File: src/rtl/cdc_cmd_stager.sv
// rtl/cdc_cmd_stager.sv - command FIFO and toggle-launch FSM feeding a bus synchronizer
// Entries launch one at a time; tog flips per launch so repeated commands stay distinguishable.
module cdc_cmd_stager #(
  parameter int ARG_W  = 32,
  parameter int CMD_W  = 16,
  parameter int DEPTH  = 4,
  parameter int TO_CYC = 1024
) (
  input  logic                   rst,
  input  logic                   src_clk,
  input  logic                   arg_wr,
  input  logic [ARG_W-1:0]       arg_in,
  input  logic                   cmd_wr,
  input  logic [CMD_W-1:0]       cmd_in,
  output logic                   full,
  output logic [$clog2(DEPTH):0] level,
  output logic                   busy,
  output logic [CMD_W+ARG_W:0]   bus_out,
  input  logic                   synced,
  output logic                   err_ovf,
  output logic                   err_to,
  input  logic                   err_clr
);

  localparam int PW = $clog2(DEPTH);
  localparam int LW = PW + 1;
  localparam int EW = CMD_W + ARG_W;
  localparam int TW = $clog2(TO_CYC + 1);

  typedef enum logic [1:0] {
    IDLE   = 2'd0,
    LAUNCH = 2'd1,
    WAIT   = 2'd2
  } state_t;

  state_t           state_q, state_d;
  logic [ARG_W-1:0] arg_q, arg_d;
  logic [EW-1:0]    mem_q [DEPTH];
  logic [PW-1:0]    wr_ptr_q, wr_ptr_d;
  logic [PW-1:0]    rd_ptr_q, rd_ptr_d;
  logic [LW-1:0]    level_q, level_d;
  logic             tog_q, tog_d;
  logic [EW:0]      bus_q, bus_d;
  logic [TW-1:0]    timer_q, timer_d;
  logic             ovf_q, ovf_d;
  logic             to_q, to_d;
  logic             pop;
  logic             to_set;
  logic             push_ok;
  logic             push_drop;
  logic [EW-1:0]    head;

  assign full    = (level_q == LW'(DEPTH));
  assign busy    = (state_q != IDLE) || (level_q != '0);
  assign level   = level_q;
  assign bus_out = bus_q;
  assign err_ovf = ovf_q;
  assign err_to  = to_q;
  assign head    = mem_q[rd_ptr_q];

  // A pop in the same cycle frees the head slot, so a push into a full FIFO is still taken.
  always_comb begin
    arg_d     = arg_wr ? arg_in : arg_q;
    push_ok   = cmd_wr && (!full || pop);
    push_drop = cmd_wr && full && !pop;
    wr_ptr_d  = push_ok ? wr_ptr_q + PW'(1) : wr_ptr_q;
    rd_ptr_d  = pop ? rd_ptr_q + PW'(1) : rd_ptr_q;
    level_d   = level_q;
    if (push_ok && !pop) begin
      level_d = level_q + LW'(1);
    end else if (!push_ok && pop) begin
      level_d = level_q - LW'(1);
    end
    ovf_d = push_drop || (ovf_q && !err_clr);
    to_d  = to_set || (to_q && !err_clr);
  end

  always_comb begin
    state_d = state_q;
    tog_d   = tog_q;
    bus_d   = bus_q;
    timer_d = timer_q;
    pop     = 1'b0;
    to_set  = 1'b0;
    case (state_q)
      IDLE: begin
        if (level_q != '0) begin
          state_d = LAUNCH;
        end
      end
      LAUNCH: begin
        bus_d   = {~tog_q, head};
        tog_d   = ~tog_q;
        pop     = 1'b1;
        timer_d = '0;
        state_d = WAIT;
      end
      WAIT: begin
        timer_d = timer_q + TW'(1);
        // synced may still reflect the previous value during the first WAIT cycle
        if (synced && (timer_q != '0)) begin
          state_d = IDLE;
        end else if (timer_q == TW'(TO_CYC - 1)) begin
          to_set  = 1'b1;
          state_d = IDLE;
        end
      end
      default: begin
        state_d = IDLE;
      end
    endcase
  end

  always_ff @(posedge src_clk or posedge rst) begin
    if (rst) begin
      state_q  <= IDLE;
      arg_q    <= '0;
      wr_ptr_q <= '0;
      rd_ptr_q <= '0;
      level_q  <= '0;
      tog_q    <= 1'b0;
      bus_q    <= '0;
      timer_q  <= '0;
      ovf_q    <= 1'b0;
      to_q     <= 1'b0;
    end else begin
      state_q  <= state_d;
      arg_q    <= arg_d;
      wr_ptr_q <= wr_ptr_d;
      rd_ptr_q <= rd_ptr_d;
      level_q  <= level_d;
      tog_q    <= tog_d;
      bus_q    <= bus_d;
      timer_q  <= timer_d;
      ovf_q    <= ovf_d;
      to_q     <= to_d;
    end
  end

  always_ff @(posedge src_clk) begin
    if (push_ok) begin
      mem_q[wr_ptr_q] <= {cmd_in, arg_d};
    end
  end

endmodule

File: config.mk
export PLATFORM = sky130hd
export DESIGN_NAME = cdc_cmd_stager
export DESIGN_NICKNAME = d
export VERILOG_FILES = /design/src/rtl/cdc_cmd_stager.sv
export SDC_FILE = /design/constraint.sdc
export NUM_CORES = 1
export LEC_CHECK = 0
export ABC_AREA = 1
export ABC_CLOCK_PERIOD_IN_PS = 4000
export BUFFER_PORTS_ARGS = -buffer_cell sky130_fd_sc_hd__buf_2
export CAP_MARGIN = 20
export CORE_ASPECT_RATIO = 0.7
export CORE_MARGIN = 3
export CORE_UTILIZATION = 59
export DETAILED_ROUTE_END_ITERATION = 16
export GPL_TIMING_DRIVEN = 0
export HOLD_SLACK_MARGIN = 0.12
export PLACE_DENSITY_LB_ADDON = 0.1
export SKIP_CTS_REPAIR_TIMING = 1
export SLEW_MARGIN = 5
export SYNTH_ARGS = -nofsm -noshare
export SYNTH_HDL_FRONTEND = slang
export SYNTH_SLANG_ARGS = --single-unit
File: constraint.sdc
create_clock -name src_clk -period 4 [get_ports src_clk]
set_input_delay 0.8 -clock src_clk [delete_from_list [all_inputs] [get_ports src_clk]]
set_output_delay 0.8 -clock src_clk [all_outputs]
set_load 0.01 [all_outputs]
# Word level (Yosys, flattened, before mapping)

Memories as Yosys holds them, arrays and structs flattened. A register that Yosys moved wholly into a read port is not among the register bits.
Cells that the tools add are included.

Div/mod/pow operators: 0
Multipliers: 0
Add/sub/neg operators: 5
Shifts and indexed selects: 0
Equal/unequal tests: 6
Multiplexer cells: 14
Bitwise logic cells: 1
$lt $le $gt $ge: 0
Reductions and logical operators: 23

Operator list:

| kind                                              | number |
|---|---|
| 2-to-1 mux 32 bit                                 | 1 |
| one-hot mux 11 bit (2 select lines)               | 1 |
| adder 11 x 1 -> 11 bit (second input constant)    | 1 |
| == test 11 x 10 -> 1 bit (second input constant)  | 1 |
| nonzero test 11 bit                               | 1 |
| logical AND 1 bit                                 | 8 |
| 2-to-1 mux 1 bit                                  | 6 |
| 2-to-1 mux 2 bit                                  | 3 |
| 2-to-1 mux 3 bit                                  | 2 |
| one-hot mux 2 bit (3 select lines)                | 1 |
| nonzero test 2 bit                                | 3 |
| adder 2 x 1 -> 2 bit (second input constant)      | 2 |
| logical NOT 1 bit                                 | 4 |
| logical OR 1 bit                                  | 4 |
| adder 3 x 1 -> 3 bit (second input constant)      | 1 |
| == test 3 bit (second input constant)             | 1 |
| inequality test 3 bit (second input constant)     | 1 |
| nonzero test 3 bit                                | 1 |
| subtractor 3 x 1 -> 3 bit (second input constant) | 1 |
| == test 2 x 1 -> 1 bit (second input constant)    | 1 |
| == test 2 bit (second input constant)             | 1 |
| logical NOT 2 bit                                 | 1 |
| inequality test 2 bit (second input constant)     | 1 |
| AND reduction 2 bit                               | 1 |
| inverter 1 bit                                    | 1 |

Output and inout port bits: 56
Memories: 1
Bits in registers: 104
Memory bits (read-only): 0
Latch bits: 0
Memory bits (writable): 192
Input port bits: 54

Memories:

| name  | words | width | read ports | clocked after Yosys merged registers in | wr ports | line | source |
|---|---|---|---|---|---|---|---|
| mem_q | 4     | 48    | 1          | 1                                       | 1        | 38   | `logic [EW-1:0] mem_q [DEPTH];` |

# Longest topological paths before layout

Gate-level depths: netlist of the first run.

Depth in word-level cells: 8
Gate-level depth with buffers: 14
Mapped depth without buffers: 13

# Worst setup path before layout of the first run

No wires, ideal clock.

Kind: register to register
From: register state_q[1]
To: memory mem_q[0][0] (netlist name), enable pin
Arrival: 3.073 ns
Cell stages (with the launch flop): 8
Library setup time: 0.454 ns
Buffers on the path: 1
Data required time: 3.546 ns
Period minus slack after synthesis: 3.527 ns
Path slack: 0.473 ns
Cell sequence: dfrtp_1 inv_1 ha_1 buf_2 inv_1 nand2_1 nand2_1 nor2_1

Cells in the longest elaborated chain, start to end: 6

Ends and longest elaborated chain:

| what                                   | line | source |
|---|---|---|
| from (decl)                            | 36   | `state_t state_q, state_d;` |
| from (signal assigned)                 | 127  | `state_q <= state_d;` |
| == test 2 x 1 -> 1 bit                 | 85   | `case (state_q)` |
| 2-to-1 mux 1 bit                       | 85   |  |
| logical OR 1 bit                       | 64   | `push_ok = cmd_wr && (!full \|\| pop);` |
| logical AND 1 bit                      | 64   |  |
| 2-to-1 mux 1 bit                       | 141  | `if (push_ok) begin` |
| 2-to-1 mux 1 bit (not written as such) | 142  | `mem_q[wr_ptr_q] <= {cmd_in, arg_d};` |
| to (decl)                              | 38   |  |

Every way passes these cells.

# Final worst setup path of the first run

From: register state_q[1]
To: memory mem_q[0][33] (netlist name), enable pin

The elaborated chain is that of the path after synthesis.

==> metrics.md, run 1 <==
| Metric | Value |
|---|---|
| Status | `completed` |
| Internal cell power | `6.65 mW` |
| Share of synthesized flip-flops with an asynchronous set or reset | `34.9%` |
| Mean post-synth cell area | `12.7 um^2` |
| Combinational group share of total power | `32.8%` |
| Sink count of the clock tree | `295` |
| Leakage component of the power | `5.17 nW` |
| Number of global-route vias before repair | `7196` |
| Post-Route WL | `24.5 mm` |
| Clock power frac | `24.3%` |
| Total clock buffers created by CTS | `27` |
| TritonCTS clock tree | `done` |
| Number of synthesized flops with an enable pin | `192` |
| Hold Path Class | `input port to asynchronous set/reset pin` |
| Switching Share | `35.2%` |
| Critical path class | `flop to flop` |
| Share of the clock period used by the worst path | `70.8%` |
| Final GP Congestion | `0.786` |
| Setup TNS | `0 ps` |
| Total die area | `0.0210 mm^2` |
| Pins over their slew limit | `0` |
| Final non-filler cell total | `1298` |
| CP endpoint kind | `flop` |
| Nets@finish | `1109` |
| Portion of total power attributed to sequential cells | `42.9%` |
| Netlist area before placement | `0.0114 mm^2` |
| DRC violations left | `0` |
| Total GRT Usage | `23.9%` |
| Count of TritonRoute iterations in the first routing pass | `5` |
| Max Cap Violations | `0` |
| RSZ-0062 raised after global routing | `false` |
| Fraction of final layout cells sized beyond drive strength 1 | `19.3%` |
| Min cycle time layout | `2830 ps` |
| Area share of the largest cell type after synthesis | `50.7%` |
| Total power | `10.3 mW` |
| Top_reg_cell synth | `edfxtp_1` |
| Largest net degree at the start of global routing | `57` |
| Final global-route overflow total | `0` |
| Final HPWL DP | `15.3 mm` |
| Critical Path RT | `4220 ps` |
| Synth area leaders | `edfxtp_1, dfrtp_1, nor2_1` |
| Initial core utilization | `61.6%` |
| Wire length of the first global-routing pass | `38.3 mm` |
| Vias post-DR | `7213` |
| Syn. warnings | `0` |
| Data arrival time at the worst-slack endpoint | `3050 ps` |
| Initial antenna violation count | `0` |
| Least-Margin Pin Slew | `837 ps` |
| Mean routed wirelength per cell | `18.9 um` |
| Area of the core region | `0.0185 mm^2` |
| Switching power total | `3.61 mW` |
| Area added between synthesis and finish | `16.7%` |
| Buffers from clock root to sink, at most | `3` |
| Sequential area share after synthesis | `73.4%` |
| Cell type with the highest aggregate area in the netlist | `edfxtp_1` |
| Chip Height | `122 um` |
| Place WS | `1170 ps` |
| Clock latency at the later pin of the worst-skew pair | `520 ps` |
| Upper clock frequency limit | `353 MHz` |
| Number of placed I/O pins | `110` |
| Cell area after layout | `0.0133 mm^2` |
| Post-synthesis cell type count | `29` |
| Power per unit of standard cell area | `774 mW/mm^2` |
| Hold Fails Final Rpt | `0` |
| Placed Instances | `1249` |
| Number of nets produced by synthesis | `965` |
| Final antenna-violating net count | `0` |
| H-tree levels | `1` |
| Hold Slack | `313 ps` |
| Chip Width | `172 um` |
| DRC marker count from the first detailed-route iteration | `749` |
| Largest fanout on the critical path | `26` |
| Std-Cell Rows | `41` |
| Startpoint type of the worst setup path | `flop` |
| Post-synthesis sequential element count | `295` |
| Cell at the root of the clock tree | `clkbuf_16` |
| Worst clock skew | `7.84 ps` |
| Max-slew headroom | `44.0%` |
| Utilization after layout | `71.8%` |
| Number of antenna repair diodes | `0` |
| Area of placed instances | `0.0124 mm^2` |
| Average via count per standard cell | `5.56` |
| Total of buffers placed on input and output ports | `108` |
| Clock transition at the registers of the reported paths | `60 ps` |
| Synthesized instance count | `898` |
| Final setup violation count | `0` |
| Final worst slack | `1170 ps` |
| Peak ir drop on the vdd network | `408 uV` |
## kinds of logic (layout without fill, tap and decap cells)
family	Yosys count	count (layout)	synth area share, %
compound gates	158	158	7.52
xor+xnor	7	7	0.539
fa+ha+maj	13	13	1.50
buf+inv	80	244	3.20
flops	295	295	73.4
mux	33	33	3.27
simple gates	312	312	10.6
## routing by layer
metal | track usage (%) | vias to the layer above | routed length (um) | part of all wire, %
met3 | 3.99 | 41 | 1740 | 7.1
met1 | 35.4 | 3519 | 10900 | 44
met4 | 6.43 | 0 | 416 | 1.7
met5 | 0 | - | 0 | 0
li1 | - | 3398 | - | -
met2 | 37.6 | 255 | 11500 | 47
## path summary, 6_finish.rpt
| path | start | to | slack, ps | cells past startpoint |
|---|---|---|---|---|
| worst min-delay path | rst | bus_out[4] | 310 | 2 |
| min in group src_clk | bus_out[48] | bus_out[48] | 470 | 1 |
| worst max register to register | state_q[1] | mem_q[0][33] | 1170 | 8 |
| worst min register to register | bus_out[48] | bus_out[48] | 470 | 1 |
| worst max-delay path | state_q[1] | mem_q[0][33] | 1170 | 8 |
| max in group asynchronous | rst | timer_q[8] | 3030 | 3 |
## state kept, by name, indices dropped and copies added, names as in the netlist
name	count
rd_ptr_q	2
timer_q	11
level	3
wr_ptr_q	2
state_q	2
err_to	1
err_ovf	1
arg_q	32
bus_out	49
mem_q	192
## critical path: stages, from the launching register on
cell and delay (ps):
dfrtp_1 400, inv_1 130, ha_1 160, buf_2 270, inv_1 130, nand2_1 80
nand2_1 270, nor2_4 740, buf_12 290
## area by class of cell
class / count / area (um^2)
inverters: 32 / 125
well taps: 236 / 295
flip-flops and latches: 295 / 8340
repair buffers: 115 / 703
clock inverters: 8 / 73.8
fillers: 1283 / 5200
clock buffers: 41 / 788
multi-input cells: 523 / 2690
plain buffers: 48 / 244
## cells in the mapped netlist (6+ instances only)
cell,count
ha_1,12
buf_2,27
buf_4,8
edfxtp_1,192
a21oi_1,6
dfrtp_1,103
clkbuf_1,13
a31oi_1,48
mux2_1,30
nor2_1,263
nand3_1,10
nand2_1,30
o21ai_0,14
o21ai_1,88
inv_1,26
## placed cells by master, fill, tap and decap left out, types with 2 or more instances in the layout
cell       synthesis  final
buf_4              8      8
clkbuf_1          13     21
inv_2              4      4
clkbuf_16          0     27
nand2_1           30     30
nor3_1             3      3
clkinv_4           0      2
mux2_1            30     30
buf_12             0      4
nor2_1           263    259
clkbuf_8           0      6
nand3_1           10     10
inv_1             26     25
mux2_2             3      3
o21ai_0           14     14
o21ai_1           88     88
clkinv_2           0      2
dfrtp_1          103    103
ha_1              12     12
nand2_2            2      2
buf_16             0      3
a21oi_1            6      6
buf_2             27    135
clkinv_1           2      4
xnor2_1            2      2
nor2_4             0      4
inv_6              0      2
xor2_1             5      5
a31oi_1           48     48
edfxtp_1         192    192
## power by group through the flow
| stage | logic (mW) | registers, mW | clock network, mW |
|---|---|---|---|
| after CTS | 3.38 | 4.41 | 2.52 |
| after global placement | 3.13 | 4.50 | 0 |
| after detailed placement | 3.35 | 4.45 | 0 |
| final | 3.37 | 4.41 | 2.49 |
| after floorplan | 2.01 | 4.52 | 0 |
| after global routing | 3.76 | 4.48 | 2.64 |
(Power assumes the default switching activity.)
==> inputs of run 2 (changes only) <==
ABC_CLOCK_PERIOD_IN_PS = 2500   (was 4000)
CORE_UTILIZATION = 53   (was 59)
clock period = 2.5 ns   (was 4 ns; I/O delays follow)
==> run 2 against run 1 <==
  * Sequential power is 59% higher
  * Count of clock-buffer cells in the layout is 1 lower
  * Die area is 11% higher
  * Critical path depth stayed put
  * Core utilization is 7.6 points lower
  * Power is 60% higher
  * Sequential share of layout area is 0.79 points lower
  * Worst hold slack worse by 150 ps
  * Largest cell class unchanged
  * Highest routed layer unchanged
==> metrics.md, run 2 (synthesized netlist as in run 1, its figures left out) <==
| Metric | Value |
|---|---|
| Status | `completed` |
| Most frequent standard cell in the layout excluding fill and tap cells | `nor2_1` |
| Final global-route overflow total | `0 (unchanged)` |
| RSZ-0062 raised after global routing | `false` |
| Total power | `16.4 mW (+60%)` |
| Data arrival time at the worst-slack endpoint | `2490 ps (-560 ps)` |
| Final antenna-violating net count | `0 (unchanged)` |
| Final HPWL DP | `15.8 mm (+3.6%)` |
| Buffers from clock root to sink, at most | `3 (unchanged)` |
| Crit-path most repeated cell | `inv_1` |
| Reg-to-reg startpoint | `state_q[1]` |
| Chip Height | `129 um (+5.2%)` |
| Final worst slack | `162 ps (-1010 ps)` |
| Total die area | `0.0233 mm^2 (+11%)` |
| Place WS | `-354 ps (-1520 ps)` |
| Chip Width | `181 um (+5.3%)` |
| DRC marker count from the first detailed-route iteration | `550 (-27%)` |
| Total clock buffers created by CTS | `27 (unchanged)` |
| Worst stage delay on the critical path | `670 ps (-70 ps)` |
| Least-Margin Pin Slew | `853 ps (+15.8 ps)` |
| Most frequent cells in the layout | `nor2_1, edfxtp_1, buf_2, dfrtp_1, o21ai_1` |
| Levels on crit path | `8 (unchanged)` |
| Mean routed wirelength per cell | `18.5 um (-2.3%)` |
| CP endpoint | `mem_q[3][27]` |
| DRC violations left | `0 (unchanged)` |
| Final GP Congestion | `0.795 (+1.2%)` |
| Area taken by multi-input logic gates | `0.00271 mm^2 (+0.74%)` |
| Leakage component of the power | `5.23 nW (+1.1%)` |
| Worst clock skew | `5.83 ps (-2.02 ps)` |
| Vias post-DR | `7144 (-0.96%)` |
| Area of placed instances | `0.0125 mm^2 (+0.72%)` |
| Worst Path Buf+Inv | `4 (unchanged)` |
| Clock transition at the registers of the reported paths | `60 ps (about the same)` |
| Max-slew headroom | `43.1% (-0.98 points)` |
| Cell-by-cell trace of the critical path | `inv_1 > ha_1 > buf_6 > inv_1 > nand2_1 > nand2_4 > buf_12 > nor2_2` |
| Start point of the critical path | `state_q[1]` |
| Peak ir drop on the vdd network | `699 uV (+71%)` |
| Clock latency at the later pin of the worst-skew pair | `520 ps (about the same)` |
| Nets@finish | `1118 (+0.81%)` |
| Worst reg2reg setup slack | `160 ps (-1010 ps)` |
| Cell at the root of the clock tree | `clkbuf_16` |
| Number of flip-flops under the largest register name | `192 (unchanged)` |
| Number of antenna repair diodes | `0 (unchanged)` |
| Fraction of final layout cells sized beyond drive strength 1 | `20.1% (+0.75 points)` |
| Pins over their slew limit | `0 (unchanged)` |
| Average via count per standard cell | `5.30 (-4.6%)` |
| Number of placed I/O pins | `110 (unchanged)` |
| Initial core utilization | `54.4% (-7.2 points)` |
| Post-Route WL | `24.9 mm (+1.5%)` |
| Count of TritonRoute iterations in the first routing pass | `7 (+2)` |
| Final setup violation count | `0 (unchanged)` |
| Cell area after layout | `0.0134 mm^2 (+1.3%)` |
| Area of the core region | `0.0209 mm^2 (+13%)` |
| Hold Path Class | `input port to flop` |
| Share of the clock period used by the worst path | `93.5% (+23 points)` |
| Filler Cells Inserted | `1574 (+23%)` |
| Number of global-route vias before repair | `6809 (-5.4%)` |
| Area added between synthesis and finish | `18.2%` |
| Slowest cell on the critical path | `nor2_2` |
| Total GRT Usage | `21.0% (-2.9 points)` |
| Largest net degree at the start of global routing | `33 (-42%)` |
| TritonCTS clock tree | `done` |
| Logic depth of the worst register-to-register path | `8 (unchanged)` |
| Min cycle time layout | `2340 ps (-494 ps)` |
| Initial antenna violation count | `0 (unchanged)` |
| Wire length of the first global-routing pass | `37.9 mm (-0.97%)` |
| Startpoint type of the worst setup path | `flop` |
| Upper clock frequency limit | `428 MHz (+21%)` |
| Total of buffers placed on input and output ports | `108 (unchanged)` |
| Kind of cell with the highest combined delay on the critical path | `simple AND/OR/NAND/NOR gates` |
| Hold Fails Final Rpt | `0 (unchanged)` |
| Storage element area | `0.00834 mm^2 (unchanged)` |
| Power per unit of standard cell area | `1220 mW/mm^2 (+58%)` |
| Largest fanout on the critical path | `13 (-50%)` |
| Sink count of the clock tree | `295 (unchanged)` |
| Critical path class | `flop to flop` |
| Most flop-heavy register | `mem_q` |
| Max Cap Violations | `0 (unchanged)` |
| Worst r2r dst | `mem_q[3][27]` |
| CP endpoint kind | `flop` |
| H-tree levels | `1 (unchanged)` |
| Critical Path RT | `2650 ps (-1570 ps)` |
| Std-Cell Rows | `44 (+7.3%)` |
[run 2: layer usage]
| layer | up-vias | GRT usage [%] | wire (um) |
|---|---|---|---|
| met5 | - | 0 | 0 |
| met4 | 0 | 4.70 | 371 |
| met3 | 34 | 3.05 | 1510 |
| met2 | 219 | 33.1 | 11300 |
| met1 | 3459 | 31.8 | 11700 |
| li1 | 3432 | - | - |
[run 2: worst register-to-register path: cells and delay by family, from the launching register on]
family        cells  cell delay [ps]
simple gates      3              880
buf+inv           4              510
flops             1              390
fa+ha+maj         1              180
[run 2: area by class of cell]
cell class	instances	area share (%)
timing repair buffer	122	6.02
inverter	32	0.922
sequential	295	62.1
buffer	48	1.86
clock buffer	40	5.76
clock inverter	10	0.568
multi-input combinational	525	20.2
tap	276	2.57
[run 2: power breakdown]
| part | internal, mW | switching [mW] | leakage [nW] |
|---|---|---|---|
| Combinational | 1.90 | 3.54 | 1.84 |
| Sequential | 6.52 | 0.504 | 2.96 |
| Clock | 2.25 | 1.70 | 0.423 |
[run 2: worst min path at each step]
stage	from	to	slack, ps	depth (start not counted)
floorplan	bus_out[48]	bus_out[48]	440	1
finish	err_clr	err_ovf	160	2
global route	err_clr	err_ovf	140	2
CTS	rst	arg_q[12]	5	2
detailed placement	bus_out[48]	bus_out[48]	460	1
global placement	bus_out[48]	bus_out[48]	460	1
[run 2: metrics by stage]
stage	cells	TNS, ps	util (%)	hold slack [ps]
2_1_floorplan	898	-52540	-	440
3_3_place_gp	1282	-309090	58.7	457
3_5_place_dp	1291	-24980	59.7	457
4_1_cts	1341	-26710	63.8	4.74
5_1_grt	1348	0	64.2	144
6_report	1348	0	64.2	161
==> inputs of run 3 (changes only) <==
ABC_AREA = 0   (was 1)
CORE_UTILIZATION = 55   (was 53)
CTS_BUF_LIST = sky130_fd_sc_hd__clkbuf_8   (was default)
==> run 3 against run 2 <==
  * Non-clock buffer count down 36
  * Cell count down 26%
  * Critical path type unchanged
  * Synthesized cell count down 39%
  * Sequential power about the same
  * Count of clock-buffer cells in the layout up 7
  * Worst setup slack worse by 39 ps
==> metrics.md, run 3 <==
| Metric | Value |
|---|---|
| Synthesized instance count | `549 (-39%)` |
| Min cycle time layout | `2380 ps (+39.0 ps)` |
| Number of global-route vias before repair | `5663 (-17%)` |
| Power per unit of standard cell area | `1170 mW/mm^2 (-4.5%)` |
| Sink count of the clock tree | `295 (unchanged)` |
| Global routing met2 resource utilization | `28.1% (-5.0 points)` |
| List of most frequent post-synthesis cells | `edfxtp_1, dfrtp_1, mux2_2, mux4_2, inv_1` |
| Total clock buffers created by CTS | `43 (+59%)` |
| Peak ir drop on the vdd network | `662 uV (-5.3%)` |
| Largest fanout on the critical path | `7 (-6)` |
| Worst reg2reg setup slack | `120 ps (-40 ps)` |
| Crit-path most repeated cell | `inv_1` |
| Most frequent cells in the layout | `edfxtp_1, buf_2, dfrtp_1, mux2_2, mux4_2` |
| Number of nets produced by synthesis | `616 (-36%)` |
| Cell at the root of the clock tree | `clkbuf_8` |
| Largest net degree at the start of global routing | `49 (+48%)` |
| Cell area after layout | `0.0130 mm^2 (-3.5%)` |
| Place WS | `-530 ps (-176 ps)` |
| Chip Height | `125 um (-2.6%)` |
| Post-Route WL | `19.8 mm (-20%)` |
| Area of the core region | `0.0194 mm^2 (-7.3%)` |
| Top_reg_cell synth | `edfxtp_1` |
| Upper clock frequency limit | `421 MHz (-1.6%)` |
| Initial antenna violation count | `1 (+1)` |
| Share of cell area taken by muxes after synthesis | `18.3% (+15 points)` |
| Total die area | `0.0221 mm^2 (-5.2%)` |
| Most flop-heavy register | `mem_q` |
| Total of buffers placed on input and output ports | `108 (unchanged)` |
| Area added between synthesis and finish | `16.1%` |
| Share of synthesized flip-flops with an asynchronous set or reset | `34.9% (unchanged)` |
| Area fraction in compound gates after synthesis | `0.863% (-6.7 points)` |
| Max Cap Violations | `0 (unchanged)` |
| Status | `completed` |
| Critical path class | `flop to flop` |
| Std-Cell Rows | `42 (-4.5%)` |
| Cell type with the highest aggregate area in the netlist | `edfxtp_1` |
| Leakage component of the power | `4.95 nW (-5.4%)` |
| Clock latency at the later pin of the worst-skew pair | `520 ps (about the same)` |
| DRC violations left | `0 (unchanged)` |
| Chip Width | `176 um (-2.6%)` |
| Cell-by-cell trace of the critical path | `inv_1 > ha_4 > inv_1 > and2_1 > nor2b_1 > clkbuf_4 > ha_1 > inv_1 > fa_1 > xor2_1 > nor2_1 > xor2_1` |
| Met3 GRT Util | `4.79% (+1.7 points)` |
| Post-synthesis cell type count | `39 (+34%)` |
| Final worst slack | `123 ps (-39.0 ps)` |
| Wire length of the first global-routing pass | `31.5 mm (-17%)` |
| Count of TritonRoute iterations in the first routing pass | `4 (-3)` |
| Mean routed wirelength per cell | `19.8 um (+7.4%)` |
| Setup TNS | `0 ps (unchanged)` |
| TritonCTS clock tree | `done` |
| Met1 Use GR | `27.7% (-4.0 points)` |
| Main combinational cell family by area after synthesis | `multiplexers` |
| Number of synthesized flops with an enable pin | `192 (unchanged)` |
| Number of antenna repair diodes | `0 (unchanged)` |
| Adder-cell share of the synthesized area | `1.52% (+0.028 points)` |
| CP endpoint kind | `flop` |
| Pins over their slew limit | `0 (unchanged)` |
| Final global-route overflow total | `0 (unchanged)` |
| Filler Cells Inserted | `1325 (-16%)` |
| Total GRT Usage | `18.5% (-2.5 points)` |
| Slowest cell on the critical path | `dfrtp_1` |
| Hold Path Class | `input port to asynchronous set/reset pin` |
| Clock transition at the registers of the reported paths | `60 ps (about the same)` |
| Utilization after layout | `66.8% (+2.6 points)` |
| Netlist area before placement | `0.0112 mm^2 (-1.8%)` |
| Initial core utilization | `57.6% (+3.2 points)` |
| Worst stage delay on the critical path | `400 ps (-270 ps)` |
| Critical Path RT | `2950 ps (+300 ps)` |
| Worst clock skew | `10.8 ps (+4.99 ps)` |
| Data arrival time at the worst-slack endpoint | `2830 ps (+340 ps)` |
| Most frequent standard cell in the layout excluding fill and tap cells | `edfxtp_1` |
| H-tree levels | `2 (+1)` |
| Xor and xnor area share after synthesis | `0.863% (+0.32 points)` |
| Number of placed I/O pins | `110 (unchanged)` |
| Area share of the largest cell type after synthesis | `51.6% (+0.94 points)` |
| Final setup violation count | `0 (unchanged)` |
| Number of flip-flops under the largest register name | `192 (unchanged)` |
| Total power | `15.1 mW (-7.8%)` |
| Average via count per standard cell | `5.45 (+2.8%)` |
| Fraction of final layout cells sized beyond drive strength 1 | `43.5% (+23 points)` |
| DRC marker count from the first detailed-route iteration | `303 (-45%)` |
| Max-slew headroom | `43.4% (+0.37 points)` |
| Count leader, synth | `edfxtp_1` |
| Routing layer with the top usage in global route | `met2` |
| Area of placed instances | `0.0121 mm^2 (-3.2%)` |
| Share of the clock period used by the worst path | `95.1% (+1.6 points)` |
| Vias post-DR | `5448 (-24%)` |
| Hold Fails Final Rpt | `0 (unchanged)` |
| Nets@finish | `771 (-31%)` |
| Least-Margin Pin Slew | `847 ps (-6.42 ps)` |
| Syn. warnings | `0 (unchanged)` |
| Sequential area share after synthesis | `74.7% (+1.4 points)` |
| Final HPWL DP | `12.0 mm (-24%)` |
| Buffers from clock root to sink, at most | `3 (unchanged)` |
| Synth area leaders | `edfxtp_1, dfrtp_1, mux4_2` |
| Mean post-synth cell area | `20.3 um^2 (+61%)` |
| Startpoint type of the worst setup path | `flop` |
| Final GP Congestion | `0.771 (-3.0%)` |
| Final antenna-violating net count | `0 (unchanged)` |
| Simple-Gate Fraction of Synth Area | `2.24% (-8.4 points)` |
| Post-synthesis sequential element count | `295 (unchanged)` |
==> run 3: cell count changes after synthesis, sizes merged, moves of 5 or more <==
cell   previous run  this run
and2              0         5
buf              35        14
mux4              0        48
nor2            264         6
nand2            32         8
inv              30        16
a21oi             6         1
nand3            10         5
mux2             33        84
o21ai           102         6
a31oi            48         0
==> run 3: metal layers <==
| metal | wire length (um) | vias up |
|---|---|---|
| li1 | - | 2441 |
| met1 | 8950 | 2840 |
| met2 | 9440 | 139 |
| met3 | 1180 | 26 |
| met4 | 223 | 2 |
| met5 | 13 | - |
==> run 3: worst max-delay path: cells and delay by family (launching register included) <==
| family | cells | cell delay, ps |
|---|---|---|
| buffers and inverters | 4 | 470 |
| adders and majority gates | 3 | 730 |
| DFF | 1 | 400 |
| xor gates and xnor gates | 2 | 320 |
| and+or+nand+nor | 3 | 370 |
==> run 3: path summary, 6_finish.rpt <==
check	from	cells past startpoint	to
min in group src_clk	err_clr	2	err_ovf
max in group asynchronous	rst	3	arg_q[5]
min reg2reg	bus_out[48]	1	bus_out[48]
min	rst	2	timer_q[3]
max	state_q[1]	12	level[2]
max reg2reg	state_q[1]	12	level[2]
==> run 3: logic make-up (layout without fill, tap and decap cells) <==
| family | after synthesis | in the layout |
|---|---|---|
| flip-flops | 295 | 295 |
| multiplexers | 134 | 134 |
| AND/OR/NAND/NOR | 42 | 42 |
| buffers and inverters | 40 | 227 |
| AO/OA/AOI/OAI | 14 | 14 |
| adder cells (fa/ha/maj) | 13 | 13 |
| XOR/XNOR | 11 | 11 |
==> run 3: through the flow <==
step,hold slack (ps),std cells
floorplan,440,549
global placement,455,921
detailed placement,456,923
CTS,141,1000
global route,163,1000
finish,135,1000
==> run 3: power breakdown <==
part | switching, mW | internal, mW
Clock | 1.73 | 2.05
Combinational | 2.19 | 2.14
Sequential | 0.463 | 6.56
Total | 4.39 | 10.7
==> run 3: layout make-up <==
class                      count  area [um^2]  share of cell area, %
timing repair buffer         111          588                   4.54
buffer                        23          101                  0.782
clock inverter                30          206                   1.59
multi-input combinational    214         2680                   20.7
sequential                   295         8340                   64.4
tap                          264          330                   2.55
inverter                      16         63.8                  0.492
clock buffer                  47          647                   4.99
